## src/rtl/loader_pkg.sv

```systemverilog
// loader_pkg: types and constants shared by the config loader.
// FSM encoding, frame length helper and write-counter width.
package loader_pkg;

   localparam int WR_COUNT_W = 16;

   typedef enum logic [1:0] {
      ST_IDLE  = 2'd0,
      ST_SHIFT = 2'd1,
      ST_WRITE = 2'd2,
      ST_DRAIN = 2'd3
   } state_t;

   function automatic int frame_bits(input int aw, input int dw);
      return aw + dw;
   endfunction

endpackage

```

## src/rtl/sipo_shift.sv

```systemverilog
// sipo_shift: serial-in parallel-out register, MSB first.
// Counts captured bits; full marks a complete word.
module sipo_shift #(
   parameter int W = 64
) (
   input  logic         clk,
   input  logic         rst,
   input  logic         clr,
   input  logic         shift_en,
   input  logic         sdi,
   output logic [W-1:0] data,
   output logic         last,
   output logic         full
);

   localparam int CW = $clog2(W + 1);

   logic [CW-1:0] cnt;

   assign last = shift_en && (cnt == CW'(W - 1));
   assign full = (cnt == CW'(W));

   // clr restarts the count but keeps the captured word visible
   always_ff @(posedge clk or negedge rst) begin
      if (!rst) begin
         data <= '0;
         cnt  <= '0;
      end else if (clr) begin
         cnt <= '0;
      end else if (shift_en) begin
         data <= {data[W-2:0], sdi};
         cnt  <= cnt + 1'b1;
      end
   end

endmodule

```

## src/rtl/config_loader.sv

```systemverilog
// config_loader: serial frame receiver that routes one write
// to neuron config or synaptic memory per frame.
module config_loader
   import loader_pkg::*;
#(
   parameter int ADDR_WIDTH = 32,
   parameter int DATA_WIDTH = 32,
   parameter int CFG_REG    = 8
) (
   input  logic                  clk,
   input  logic                  rst,
   input  logic                  frame,
   input  logic                  sdi,
   input  logic                  sdi_vld,
   input  logic                  syn_ready,
   output logic [ADDR_WIDTH-1:0] wr_addr,
   output logic [DATA_WIDTH-1:0] wr_data,
   output logic                  cfg_wr_en,
   output logic                  syn_wr_en,
   output logic                  busy,
   output logic                  err_abort,
   output logic                  err_overrun,
   output logic [WR_COUNT_W-1:0] wr_count
);

   localparam int FB = frame_bits(ADDR_WIDTH, DATA_WIDTH);
   localparam logic [ADDR_WIDTH-1:0] CFG_LIM =
      ADDR_WIDTH'(CFG_REG);

   state_t                  state;
   logic                    armed;
   logic [FB-1:0]           sr;
   logic                    last;
   logic                    full;
   logic                    start;
   logic                    shift_en;
   logic                    abort;
   logic                    clr;
   logic [ADDR_WIDTH-1:0]   addr_nxt;

   // armed blocks a frame that was already running at reset release
   assign start    = (state == ST_IDLE) && armed
                     && frame && sdi_vld;
   assign shift_en = start
                     || ((state == ST_SHIFT) && frame && sdi_vld);
   assign abort    = (state == ST_SHIFT) && !frame;
   assign clr      = abort || full;

   // address as it will look once the final bit lands
   assign addr_nxt = sr[FB-2 -: ADDR_WIDTH];
   assign wr_addr  = sr[FB-1 -: ADDR_WIDTH];
   assign wr_data  = sr[DATA_WIDTH-1:0];

   sipo_shift #(
      .W(FB)
   ) u_sipo (
      .clk      (clk),
      .rst      (rst),
      .clr      (clr),
      .shift_en (shift_en),
      .sdi      (sdi),
      .data     (sr),
      .last     (last),
      .full     (full)
   );

   // frame FSM, write strobes, commit counter and sticky errors
   always_ff @(posedge clk or negedge rst) begin
      if (!rst) begin
         state       <= ST_IDLE;
         armed       <= 1'b0;
         cfg_wr_en   <= 1'b0;
         syn_wr_en   <= 1'b0;
         busy        <= 1'b0;
         err_abort   <= 1'b0;
         err_overrun <= 1'b0;
         wr_count    <= '0;
      end else begin
         if (!frame) armed <= 1'b1;
         unique case (state)
            ST_IDLE: begin
               if (start) begin
                  state <= ST_SHIFT;
                  busy  <= 1'b1;
               end
            end
            ST_SHIFT: begin
               if (abort) begin
                  err_abort <= 1'b1;
                  state     <= ST_IDLE;
                  busy      <= 1'b0;
               end else if (last) begin
                  if (addr_nxt < CFG_LIM) cfg_wr_en <= 1'b1;
                  else                    syn_wr_en <= 1'b1;
                  state <= ST_WRITE;
               end
            end
            ST_WRITE: begin
               if (frame && sdi_vld) err_overrun <= 1'b1;
               if (cfg_wr_en) begin
                  cfg_wr_en <= 1'b0;
                  wr_count  <= wr_count + 1'b1;
                  state     <= ST_DRAIN;
               end else if (syn_ready) begin
                  syn_wr_en <= 1'b0;
                  wr_count  <= wr_count + 1'b1;
                  state     <= ST_DRAIN;
               end
            end
            ST_DRAIN: begin
               if (!frame) begin
                  state <= ST_IDLE;
                  busy  <= 1'b0;
               end else if (sdi_vld) begin
                  err_overrun <= 1'b1;
               end
            end
            default: begin
               state <= ST_IDLE;
               busy  <= 1'b0;
            end
         endcase
      end
   end

endmodule
```

## config.mk

```make
export PLATFORM = sky130hd
export DESIGN_NAME = config_loader
export DESIGN_NICKNAME = d
export VERILOG_FILES = /design/src/rtl/loader_pkg.sv /design/src/rtl/sipo_shift.sv /design/src/rtl/config_loader.sv
export SDC_FILE = /design/constraint.sdc
export NUM_CORES = 1
export LEC_CHECK = 0
export CORE_MARGIN = 5
export CORE_UTILIZATION = 35
export CTS_CLUSTER_DIAMETER = 150
export DETAILED_ROUTE_END_ITERATION = 12
export PLACE_DENSITY = 0.59
export SLEW_MARGIN = 15
export SYNTH_ARGS = -nofsm -noshare
export SYNTH_HDL_FRONTEND = slang
export SYNTH_HIERARCHICAL = 1
export SYNTH_SLANG_ARGS = --single-unit
```

## constraint.sdc

```tcl
create_clock -name clk -period 2.6 [get_ports clk]
set_input_delay 0.52 -clock clk [delete_from_list [all_inputs] [get_ports clk]]
set_output_delay 0.52 -clock clk [all_outputs]
set_load 0.01 [all_outputs]
```

==> flow_metrics.tcl <==
set metrics [dict create \
    status "finished clean" \
    diodes 0 \
    final.setup_skew_ns 0.006186 \
    critPathSlowestCell "clkdlybuf4s50_1" \
    async_flop_share 1.000 \
    hp-class "in -> async" \
    rsz0062_at_grt "false" \
    postCtsSetupRepairBufs 0 \
    drive_gt1_frac 0.2481 \
    rrSetupSlack_ns 0.56 \
    start_util 0.3565 \
    grt_usage 0.1205 \
    p_leak_nw 2.526 \
    period_needed_ns 2.231 \
    report.final.setup_viol 0 \
    die_y_um 120.4 \
    cts-root-buf "clkbuf_16" \
    cp-start-kind "input pin" \
    fin_area_um2 5602 \
    routed_wl_um 8394 \
    clk_path_buf_depth 2 \
    finalMaxSlewViolations 0 \
    cts_resized 0 \
    hold_viol 0 \
    syn-cell-area_um2 4264 \
    synth_edf_count 0 \
    cp.required_ns 2.88 \
    grt_antenna_before_repair 0 \
    nFillCells 1083 \
    powerDensity_nw_per_um2 680.1 \
    boundaryPins 91 \
    clock-sinks 95 \
    grt_pass1_vias 2732 \
    ant_nets 0 \
    path_cells "clkdlybuf4s50_1 > nand2_1 > nor3_1 > nand3_1 > or3_1 > inv_1 > a21oi_1 > nor4_1 > o21a_1" \
    placed_cell_area_um2 5289 \
    ys_seq_area_frac 0.5575 \
    grt_max_degree 57 \
    hold_slack_ns 0.1565 \
    numPortBuffers 90 \
    rows 40 \
    area_growth_pct 31.37 \
    num_vias 2556 \
    critPathMaxStageDelay_ns 0.48 \
    fmax_ghz 0.4483 \
    die_x_um 120.4 \
    synth-seq-cells 95 \
    yosys_most_used_dff "dfrtp_1" \
    cp_top_family "simple AND/OR/NAND/NOR gates" \
    htree_levels 3 \
    grt_pass1_wl_um 13990 \
    cp-startpoint "sdi_vld" \
    grt_overflow_total 0 \
    path_buf_inv 2 \
    ctsHoldBuffers 0 \
    drt_iter0_drc 112 \
    cts_made_buffers 9 \
    die-area_um2 14490 \
    worstPathMaxFanout 4 \
    layout_commonest_cell "dfrtp_1" \
    netlist_instances 288 \
    vias_per_cell 4.751 \
    worst_slew_pin_slew_ns 0.5476 \
    drt-pass1-iter-count 3 \
    worstSkewPairLatency_ns 0.34 \
    fin_crit_sh 0.8579 \
    cp-end-kind "flop" \
    fin_util 0.4683 \
    syn-num-nets 297 \
    fin_nets 396 \
    drc 0 \
    core_area_um2 11960 \
    avgSynthCellArea_um2 14.81 \
    hpwl_um 6044 \
    rr_endpoint "cfg_wr_en$_DFFE_PN0P_" \
    cts_tree "built" \
    yosysWarnings 6 \
    critPathKind "in -> reg" \
    ir_drop_mv 0.4309 \
    slew_headroom 0.6349 \
    path_clk_slew_ns 0.06 \
    ys_types 37 \
    drv_cap 0 \
    arrival_ns 2.51 \
    setup_tns_ns 0 \
    reg2reg_depth 7 \
    routabilityCongestion 0.7399 \
    wl_per_cell_um 15.60 \
    final_cell_mix "dfrtp_1, clkdlybuf4s50_1, mux2_4" \
]
[metrics by stage]
stage / worst slack, ns / instances / power, mW
5_1_grt: 0.1968 / 538 / 3.980
2_1_floorplan: 0.3118 / 288 / 2.142
3_5_place_dp: 0.006428 / 523 / 2.457
4_1_cts: 0.3533 / 538 / 3.873
6_report: 0.3694 / 538 / 3.809
3_3_place_gp: -0.002414 / 523 / 2.444
[synthesized netlist by cell type (2+ instances only)]
library cell	number	area, um^2
xnor2_1	9	78.83
nor4_1	8	50.05
buf_12	7	140.1
a21oi_1	6	30.03
inv_1	6	22.52
mux2_2	5	56.30
or3_1	2	12.51
ha_1	3	37.54
nand2b_1	3	18.77
nor2_1	11	41.29
nand3_1	7	35.03
o21bai_1	2	15.01
buf_6	3	33.78
nor3_1	6	30.03
nand4_1	8	50.05
and3_1	2	12.51
o21ai_0	5	25.02
xor2_1	10	87.58
nand2_1	14	52.55
dfrtp_1	95	2377
mux2_4	60	900.9
[layout make-up]
class                           instances  area [um^2]  share of cell area
Clock buffer                           11        242.7             0.04333
Clock inverter                          4        70.07             0.01251
Inverter                                6        22.52            0.004021
Multi-Input combinational cell        175         1682              0.3002
Sequential cell                        95         2377              0.4244
Tap cell                              147        183.9             0.03283
Timing Repair Buffer                  100         1023              0.1827
[where the power goes]
group	switching, mW	leakage [nW]	total, mW	internal, mW
clock network	0.532	0.155	1.39	0.860
logic	0.256	1.10	0.679	0.424
registers	0.125	1.27	1.74	1.61
[logic make-up after synthesis]
kind of cell | synth area share
DFF | 0.5575
muxes | 0.2268
adders and majority gates | 0.008804
xor gates and xnor gates | 0.03903
and+or+nand+nor | 0.09771
AOI/OAI and AO/OA | 0.02201
buffers and inverters | 0.04812
[worst max path at each step]
| stage | endpoint | slack [ns] | cells after the start |
|---|---|---|---|
| 5_1_grt | cfg_wr_en$_DFFE_PN0P_ | 0.20 | 9 |
| 2_1_floorplan | cfg_wr_en$_DFFE_PN0P_ | 0.31 | 10 |
| 3_5_place_dp | cfg_wr_en$_DFFE_PN0P_ | 0.006 | 9 |
| 4_1_cts | cfg_wr_en$_DFFE_PN0P_ | 0.35 | 9 |
| 6_report | cfg_wr_en$_DFFE_PN0P_ | 0.37 | 9 |
| 3_3_place_gp | cfg_wr_en$_DFFE_PN0P_ | -0.002 | 9 |
[sequential cells by signal, summed over array words and instances (netlist names), named ones only]
register	flops
busy	1
u_sipo/cnt	7
syn_wr_en	1
err_abort	1
wr_count	16
cfg_wr_en	1
armed	1
err_overrun	1
state	1
u_sipo/data	64
[metal layers]
metal	GRT usage	up-vias	part of all wire	wire length (um)
met2	0.1844	61	0.45	3813
met5	0	-	0	0
met3	0.03461	11	0.056	472
li1	-	1211	-	-
met1	0.1573	1273	0.47	3951
met4	0.05737	0	0.019	156
No activity file was read; power rests on OpenSTA's default activity.
